--- config.mk ---
export PLATFORM = sky130hd
export DESIGN_NAME = dma_copy_engine
export DESIGN_NICKNAME = d
export VERILOG_FILES = /design/src/rtl/dma_copy_engine.sv
export SDC_FILE = /design/constraint.sdc
export NUM_CORES = 2
export LEC_CHECK = 0
export ABC_AREA = 1
export ABC_CLOCK_PERIOD_IN_PS = 6250
export CORE_AREA = 2 2 613 615
export DETAILED_ROUTE_END_ITERATION = 8
export DIE_AREA = 0 0 615 617
export SETUP_SLACK_MARGIN = 0.4
export SLEW_MARGIN = 5
export SYNTH_ARGS = -nofsm -noshare
export SYNTH_HDL_FRONTEND = slang
export SYNTH_SLANG_ARGS = --single-unit
--- constraint.sdc ---
create_clock -name clk_i -period 6.25 [get_ports clk_i]
set_input_delay 1.25 -clock clk_i [delete_from_list [all_inputs] [get_ports clk_i]]
set_output_delay 1.25 -clock clk_i [all_outputs]
set_load 0.02 [all_outputs]
--- src/rtl/dma_copy_engine.sv ---
// dma_copy_engine: splits copy jobs into bursts, issues paired read/write cmds, forwards read data to write data, counts write completions
// Ports:
//   clk_i, rst_ni                       clock, asynchronous active-low reset
//   job_*                               job request (src/dst byte address, byte length)
//   done_*                              job completion handshake with burst count
//   busy_o                              engine not idle
//   read_cmd_*, write_cmd_*             per-burst commands (address, byte length)
//   read_data_*, write_data_*           beat streams, joined by a 2-entry FIFO
//   back_valid_i, back_ready_o          write burst completions
module dma_copy_engine #(
  parameter int WIDTH           = 512,
  parameter int MAX_BURST       = 4096,
  parameter int MAX_OUTSTANDING = 8
) (
  input  logic               clk_i,
  input  logic               rst_ni,
  input  logic               job_valid_i,
  output logic               job_ready_o,
  input  logic [63:0]        job_src_i,
  input  logic [63:0]        job_dst_i,
  input  logic [31:0]        job_len_i,
  output logic               done_valid_o,
  input  logic               done_ready_i,
  output logic [31:0]        done_bursts_o,
  output logic               busy_o,
  output logic               read_cmd_valid_o,
  input  logic               read_cmd_ready_i,
  output logic [63:0]        read_cmd_address_o,
  output logic [31:0]        read_cmd_length_o,
  output logic               write_cmd_valid_o,
  input  logic               write_cmd_ready_i,
  output logic [63:0]        write_cmd_address_o,
  output logic [31:0]        write_cmd_length_o,
  input  logic               read_data_valid_i,
  output logic               read_data_ready_o,
  input  logic [WIDTH-1:0]   read_data_i,
  input  logic [WIDTH/8-1:0] read_data_keep_i,
  input  logic               read_data_last_i,
  output logic               write_data_valid_o,
  input  logic               write_data_ready_i,
  output logic [WIDTH-1:0]   write_data_o,
  output logic [WIDTH/8-1:0] write_data_keep_o,
  output logic               write_data_last_o,
  input  logic               back_valid_i,
  output logic               back_ready_o
);
  localparam int B   = WIDTH / 8;
  localparam int BW  = $clog2(B);
  localparam int LW  = 32 - BW;
  localparam int MB  = MAX_BURST / B;
  localparam int MBW = $clog2(MB) + 1;
  localparam int OW  = $clog2(MAX_OUTSTANDING + 1);
  localparam int QW  = MAX_OUTSTANDING > 1 ? $clog2(MAX_OUTSTANDING) : 1;

  typedef enum logic [1:0] {IDLE, ISSUE, DRAIN, DONE} state_e;

  state_e         state_q, state_d;
  logic [63:0]    src_q, src_d, dst_q, dst_d;
  logic [LW-1:0]  rem_q, rem_d, fwd_q, fwd_d, burst;
  logic [31:0]    bursts_q, bursts_d, blen;
  logic [OW-1:0]  out_q, out_d, bcnt_q;
  logic           rd_fired_q, rd_fired_d, wr_fired_q, wr_fired_d;
  logic [WIDTH-1:0] fifo_q [2];
  logic           fwp_q, frp_q;
  logic [1:0]     fcnt_q;
  logic [MBW-1:0] bq_q [MAX_OUTSTANDING];
  logic [QW-1:0]  bwp_q, brp_q;
  logic [MBW-1:0] beat_q;
  logic           can_issue, rd_fire, wr_fire, commit, back_hs, push, pop, last, unused;

  function automatic logic [QW-1:0] nxt(input logic [QW-1:0] p);
    return p == QW'(MAX_OUTSTANDING - 1) ? '0 : p + QW'(1);
  endfunction

  assign unused = ^{read_data_keep_i, read_data_last_i, job_src_i[BW-1:0], job_dst_i[BW-1:0], job_len_i[BW-1:0]};

  // lengths are tracked in beats; byte fields are the beat count shifted up
  assign burst = rem_q < LW'(MB) ? rem_q : LW'(MB);
  assign blen  = {burst, {BW{1'b0}}};
  // the burst-length queue never holds more entries than outstanding bursts, but guard it anyway
  assign can_issue = (out_q < OW'(MAX_OUTSTANDING)) && (bcnt_q < OW'(MAX_OUTSTANDING));
  assign read_cmd_valid_o  = state_q == ISSUE && !rd_fired_q && can_issue;
  assign write_cmd_valid_o = state_q == ISSUE && !wr_fired_q && can_issue;
  assign rd_fire = read_cmd_valid_o && read_cmd_ready_i;
  assign wr_fire = write_cmd_valid_o && write_cmd_ready_i;
  assign commit  = (rd_fired_q || rd_fire) && (wr_fired_q || wr_fire);
  assign back_hs = back_valid_i && out_q != '0;
  assign read_cmd_address_o  = src_q;
  assign write_cmd_address_o = dst_q;
  assign read_cmd_length_o   = blen;
  assign write_cmd_length_o  = blen;
  assign job_ready_o   = state_q == IDLE;
  assign busy_o        = state_q != IDLE;
  assign done_valid_o  = state_q == DONE;
  assign done_bursts_o = bursts_q;
  assign back_ready_o  = 1'b1;
  assign read_data_ready_o = fcnt_q != 2'd2;
  assign push = read_data_valid_i && read_data_ready_o;
  // data may arrive before its burst commits; hold it until the burst length is known
  assign write_data_valid_o = fcnt_q != 2'd0 && bcnt_q != '0;
  assign pop  = write_data_valid_o && write_data_ready_i;
  assign last = bq_q[brp_q] == beat_q + MBW'(1);
  assign write_data_o      = fifo_q[frp_q];
  assign write_data_keep_o = '1;
  assign write_data_last_o = write_data_valid_o && last;

  always_comb begin
    state_d    = state_q;
    src_d      = src_q;
    dst_d      = dst_q;
    rem_d      = rem_q;
    fwd_d      = fwd_q - LW'(pop);
    bursts_d   = bursts_q;
    out_d      = out_q + OW'(commit) - OW'(back_hs);
    rd_fired_d = (rd_fired_q || rd_fire) && !commit;
    wr_fired_d = (wr_fired_q || wr_fire) && !commit;
    case (state_q)
      IDLE: if (job_valid_i) begin
        src_d    = {job_src_i[63:BW], {BW{1'b0}}};
        dst_d    = {job_dst_i[63:BW], {BW{1'b0}}};
        rem_d    = job_len_i[31:BW];
        fwd_d    = job_len_i[31:BW];
        bursts_d = '0;
        state_d  = job_len_i[31:BW] == '0 ? DONE : ISSUE;
      end
      ISSUE: if (commit) begin
        src_d    = src_q + 64'(blen);
        dst_d    = dst_q + 64'(blen);
        rem_d    = rem_q - burst;
        bursts_d = bursts_q + 32'd1;
        state_d  = rem_q == burst ? DRAIN : ISSUE;
      end
      DRAIN: state_d = fwd_q == '0 && out_q == '0 ? DONE : DRAIN;
      default: state_d = done_ready_i ? IDLE : DONE;
    endcase
  end

  always_ff @(posedge clk_i or negedge rst_ni) begin
    if (!rst_ni) begin
      state_q    <= IDLE;
      src_q      <= '0;
      dst_q      <= '0;
      rem_q      <= '0;
      fwd_q      <= '0;
      bursts_q   <= '0;
      out_q      <= '0;
      rd_fired_q <= 1'b0;
      wr_fired_q <= 1'b0;
    end else begin
      state_q    <= state_d;
      src_q      <= src_d;
      dst_q      <= dst_d;
      rem_q      <= rem_d;
      fwd_q      <= fwd_d;
      bursts_q   <= bursts_d;
      out_q      <= out_d;
      rd_fired_q <= rd_fired_d;
      wr_fired_q <= wr_fired_d;
    end
  end

  always_ff @(posedge clk_i or negedge rst_ni) begin
    if (!rst_ni) begin
      for (int i = 0; i < 2; i++) fifo_q[i] <= '0;
      for (int i = 0; i < MAX_OUTSTANDING; i++) bq_q[i] <= '0;
      fwp_q  <= 1'b0;
      frp_q  <= 1'b0;
      fcnt_q <= '0;
      bwp_q  <= '0;
      brp_q  <= '0;
      bcnt_q <= '0;
      beat_q <= '0;
    end else begin
      if (push) begin
        fifo_q[fwp_q] <= read_data_i;
        fwp_q         <= ~fwp_q;
      end
      if (pop) frp_q <= ~frp_q;
      fcnt_q <= fcnt_q + 2'(push) - 2'(pop);
      if (commit) begin
        bq_q[bwp_q] <= MBW'(burst);
        bwp_q       <= nxt(bwp_q);
      end
      if (pop) begin
        beat_q <= last ? '0 : beat_q + MBW'(1);
        if (last) brp_q <= nxt(brp_q);
      end
      bcnt_q <= bcnt_q + OW'(commit) - OW'(pop && last);
    end
  end
endmodule
Word level (Yosys, flattened, before mapping)
Index checks and enable logic that the tools add are counted.
{"block": "classes", "n_addsub": 14, "order_cmp": 9, "n_eq_ne": 10, "n_mux": 37, "bitwise": 6, "reduce_logical": 36}
{"operator": "512-bit 2-to-1 mux", "n": 4}
{"operator": "1024-bit bitwise mux", "n": 1}
{"operator": "512-bit demux with 1-bit select", "n": 1}
{"operator": "64-bit 2-to-1 mux", "n": 4}
{"operator": "64-bit one-hot mux with 2 select lines", "n": 2}
{"operator": "26-bit 2-to-1 mux", "n": 5}
{"operator": "64-bit by 32-bit adder with 64-bit output", "n": 2}
{"operator": "32-bit 2-to-1 mux", "n": 2}
{"operator": "32-bit one-hot mux with 2 select lines", "n": 1}
{"operator": "56-bit bitwise mux", "n": 1}
{"operator": "26-bit logical NOT", "n": 2}
{"operator": "26-bit one-hot mux with 2 select lines", "n": 1}
{"operator": "32-bit by 1-bit adder with 32-bit output, second input constant", "n": 1}
{"operator": "7-bit 2-to-1 mux", "n": 4}
{"operator": "26-bit equality test", "n": 1}
{"operator": "26-bit by 7-bit < comparator with 1-bit output, second input constant", "n": 1}
{"operator": "26-bit by 1-bit subtractor with 26-bit output", "n": 1}
{"operator": "26-bit subtractor", "n": 1}
{"operator": "7-bit binary-select mux with 3-bit select", "n": 1}
{"operator": "7-bit demux with 3-bit select", "n": 1}
{"operator": "1-bit logical AND", "n": 19}
{"operator": "2-bit 2-to-1 mux", "n": 5}
{"operator": "4-bit by 1-bit adder with 4-bit output", "n": 2}
{"operator": "4-bit >= comparator, second input constant", "n": 2}
{"operator": "other kinds (28)", "n": 47}
{"block": "totals", "regBits": 1321, "in_bits": 746, "output_inout_bits": 809, "wordCells": 138}

Longest topological paths before layout
{"block": "logic_depth", "depth_word": 8, "mapped_depth": 20, "ltp_nobuf": 19}

Worst setup path after synthesis
No wires, ideal clock.
{"block": "synth_timing", "kind": "register to register", "from": "register rem_q[15]", "to": "register dst_q[54], in the netlist write_cmd_address_o[54]", "setup_time_ns": 0.116, "arrival_ns": 3.380, "required_ns": 6.134, "slack_ns": 2.754, "path_stages_with_launch": 20, "path_buffers": 1, "period_less_slack_ns": 3.496, "path_cell_list": "dfrtp_1 > nor2_1 > nand2_1 > nor2_1 > nand3_2 > buf_1 > nor2_1 > ha_1 > fa_1 > nand2_1 > o21ai_0 > nand2_1 > nand2_1 > inv_1 > o21bai_1 > nand2_1 > nand3_1 > nand3_1 > nand2_1 > nand2_1"}
{"block": "synth_via", "elab_chain_cells": 5}
{"element": "from (decl)", "line_no": "59", "source": "logic [LW-1:0] rem_q, rem_d, fwd_q, fwd_d, burst;"}
{"element": "from (signal assigned)", "line_no": "153", "source": "rem_q <= rem_d;"}
{"element": "26-bit by 7-bit < comparator with 1-bit output", "line_no": "78", "source": "assign burst = rem_q < LW'(MB) ? rem_q : LW'(MB);"}
{"element": "26-bit 2-to-1 mux", "line_no": "78"}
{"element": "via read_cmd_length_o[6]", "line_no": "29", "source": "output logic [31:0] read_cmd_length_o,"}
{"element": "64-bit by 32-bit adder with 64-bit output", "line_no": "128", "source": "dst_d = dst_q + 64'(blen);"}
{"element": "64-bit 2-to-1 mux", "line_no": "126", "source": "ISSUE: if (commit) begin"}
{"element": "64-bit one-hot mux with 2 select lines", "line_no": "117", "source": "case (state_q)"}
{"element": "to (signal assigned)", "line_no": "152", "source": "dst_q <= dst_d;"}
{"element": "to (decl)", "line_no": "58", "source": "logic [63:0] src_q, src_d, dst_q, dst_d;"}
The timed path passes the listed nets, and every way through them passes these cells. The select of a mux whose other input is x is not followed.
A chain may end at the register's enable or synchronous reset.

Worst setup path in the final report
{"block": "layout_timing", "from": "register rem_q[15]", "to": "output read_cmd_length_o[8]"}
{"block": "layout_via", "elab_chain_cells": 2}
{"element": "26-bit by 7-bit < comparator with 1-bit output", "line_no": "78"}
{"element": "26-bit 2-to-1 mux", "line_no": "78"}
{"element": "to (decl)", "line_no": "29"}
Every way passes these cells.

==> results.json <==
{
  "synth_xor_area_share_pct": 1.052,
  "report.final.hold_viol_count": 0,
  "yosysWarnings": 0,
  "cp_data_required_time_ns": 5.00,
  "syn_to_final_growth_pct": 37.48,
  "fp.dieH_um": 617,
  "synthFlopType": "dfrtp_1",
  "period_needed_ns": 5.387,
  "core_area_mm2": 0.3736,
  "yosys.cell_count.top_type": "nand2_1",
  "peakVddDrop_mv": 0.3538,
  "hpwl_um": 227900,
  "synth_top_family_by_area": "simple AND/OR/NAND/NOR gates",
  "rsz0062_at_grt": "false",
  "slew_headroom_pct": 23.85,
  "nets": 10890,
  "fmax_mhz": 185.6,
  "ys_types": 53,
  "netlist.area_leader.share_pct": 49.79,
  "place.gp.congestion": 0.9320,
  "grt_overflow_total": 0,
  "seqPwrFrac_pct": 30.3,
  "via_count": 61930,
  "maxCapViolations": 0,
  "reg2reg_depth": 15,
  "power.density_mw_per_mm2": 541.9,
  "first_pass_iters": 6,
  "initial_core_util_pct": 17.61,
  "cts_tree": "yes",
  "end_kind": "output port",
  "cts_buffer_depth": 4,
  "synthAdderAreaFrac_pct": 1.510,
  "post_synth_most_frequent_cells": "nand2_1 (3,476), dfrtp_1 (1,309), o21ai_0 (1,231)",
  "cts_made_buffers": 165,
  "setup_viol": 0,
  "synthArstFlopShare_pct": 100.0,
  "syn_area_mm2": 0.06579,
  "holdBufCountCts": 0,
  "ys_ff_latch": 1309,
  "yosysSeqAreaShare_pct": 49.79,
  "yosys.area.top_type": "dfrtp_1",
  "status": "complete, no violations",
  "viasPerCell": 4.065,
  "io_pins": 1555,
  "worst-path-max-fanout": 19,
  "arrival_ns": 4.14,
  "clk_pin_slew_worst_paths_ns": 0.06,
  "p_comb_share_pct": 48.9,
  "io_buffers": 1344,
  "worstMarginPinSlew_ns": 1.142,
  "tns_ns": 0,
  "die_area_mm2": 0.3795,
  "drc_errors": 0,
  "clkPwrFrac_pct": 20.8,
  "syn_inst": 8837,
  "clock-root-buffer": "clkbuf_16",
  "syn_area_per_cell_um2": 7.445,
  "clock_latency_ns": 0.88,
  "swShare_pct": 44.45,
  "hold_path.class": "in -> async",
  "cts.sinks": 1309,
  "synth-edff-count": 0,
  "die_w_um": 615,
  "whs_ns": 0.3981,
  "wl_per_cell_um": 19.29,
  "synth_mux_area_share_pct": 0.5268,
  "drv_slew": 0,
  "power_switching_mw": 21.79,
  "skew_ns": 0.05419,
  "post_cts_buffers": 0,
  "r2r_start": "rem_q[15]$_DFFE_PN0P_",
  "synth-compound-area-share_pct": 11.70,
  "fin_util_pct": 24.21,
  "routed_wl_um": 293900,
  "finalCritPeriodShare_pct": 86.20,
  "grt_pass1_wl_um": 417300,
  "leakage_nw": 43.57,
  "p_int_mw": 27.23,
  "critPathKind": "reg -> out",
  "drt_iter0_markers": 4746,
  "antenna_found_initial": 140,
  "ant_nets": 0,
  "synthSimpleGateAreaFrac_pct": 26.30,
  "reg2reg_slack_ns": 1.56,
  "synth_area_leaders": "dfrtp_1 (50%), nand2_1 (20%), o21ai_0 (9.4%)",
  "core.rowCount": 225,
  "first_global_vias": 58040,
  "grt_max_degree": 177,
  "cts-htree-levels": 4,
  "rr_endpoint": "write_cmd_address_o[53]$_DFFE_PN0P_",
  "cts_resized": 0,
  "grt_usage_pct": 14.89,
  "n_fill_cell": 41360,
  "drive_gt1_share_pct": 4.610,
  "cp-start-kind": "flip-flop"
}
-- worst max-delay path, stage by stage, from the launching register on --
cell,delay [ns]
dfrtp_1,0.42
nor2_1,0.18
nand2_1,0.17
nor2_1,0.16
nand3_2,0.55
nor2_2,0.77
buf_4,0.36
clkdlybuf4s50_1,0.66
-- worst max-delay path by stage --
stage | startpoint | end | slack [ns] | cells past startpoint
after global routing | rem_q[15]$_DFFE_PN0P_ | write_cmd_length_o[7] | 0.62 | 7
after global placement | rem_q[15]$_DFFE_PN0P_ | write_cmd_length_o[7] | 1.65 | 7
after detailed placement | rem_q[15]$_DFFE_PN0P_ | write_cmd_address_o[53]$_DFFE_PN0P_ | 1.71 | 15
after CTS | rem_q[15]$_DFFE_PN0P_ | write_cmd_length_o[7] | 0.73 | 7
final | rem_q[15]$_DFFE_PN0P_ | read_cmd_length_o[8] | 0.86 | 7
after floorplan | rem_q[15]$_DFFE_PN0P_ | write_cmd_address_o[54]$_DFFE_PN0P_ | 2.75 | 19
-- sequential cells by signal (all words and copies together), names as in the netlist, 4 cells and up --
name / count
fifo_q: 1024
read_cmd_address_o: 58
write_cmd_address_o: 58
bq_q: 56
done_bursts_o: 32
fwd_q: 26
rem_q: 26
beat_q: 7
bcnt_q: 4
out_q: 4
-- final cells by class --
cell class	count	area [um^2]	area share, %
multi-input cells	6262	27690	30.61
repair buffers	1464	14670	16.22
flip-flops and latches	1309	32760	36.22
clock inverters	55	940.9	1.040
well taps	4994	6248	6.908
clock buffers	240	4762	5.265
inverters	866	3269	3.615
diodes	43	107.6	0.1190
-- layer usage --
layer | global-route usage, % | routed length (um)
met4 | 5.913 | 11410
met3 | 4.514 | 23680
met5 | 0 | 548
met1 | 17.88 | 117800
met2 | 24.77 | 140400
-- power groups by stage --
stage,Sequential (mW),Combinational (mW),Clock [mW]
after floorplan,14.6,12.6,0
after global routing,15.3,26.1,10.8
after CTS,14.8,24.1,10.5
after detailed placement,14.9,24.0,0
after global placement,14.8,23.8,0
final,14.9,24.0,10.2
-- through the flow --
step,worst slack [ns],instances,instance area (um^2),power [mW]
CTS,0.7294,15190,90340,49.44
floorplan,2.754,9001,66410,27.25
finish,0.8625,15230,90450,49.02
detailed placement,1.714,14900,84640,38.92
global placement,1.652,14900,84640,38.67
global route,0.6211,15220,90410,52.32
-- cell usage in the layout, fill, tap and decap left out, drive strengths merged, types with 10 or more instances in the layout --
master | Yosys | layout
a21oi | 207 | 207
or2 | 24 | 24
o31ai | 10 | 10
nand3 | 272 | 272
clkdlybuf4s50 | 0 | 1343
buf | 222 | 121
conb | 2 | 166
nand2 | 3481 | 3481
xnor2 | 22 | 22
a31oi | 15 | 15
mux2 | 29 | 29
o21ai | 1235 | 1235
dfrtp | 1309 | 1309
nor3 | 44 | 44
nor4 | 24 | 24
ha | 73 | 73
nor2 | 497 | 497
xor2 | 57 | 57
clkbuf | 342 | 240
nand4 | 55 | 55
diode | 0 | 43
clkinv | 2 | 30
inv | 864 | 870
bufinv | 0 | 18
-- kinds of logic after synthesis --
family,Yosys count
xor gates and xnor gates,79
muxes,31
other,2
and+or+nand+nor,4407
buffers and inverters,1430
adders and majority gates,77
DFF,1309
AOI/OAI and AO/OA,1502
(Power assumes the default switching activity.)
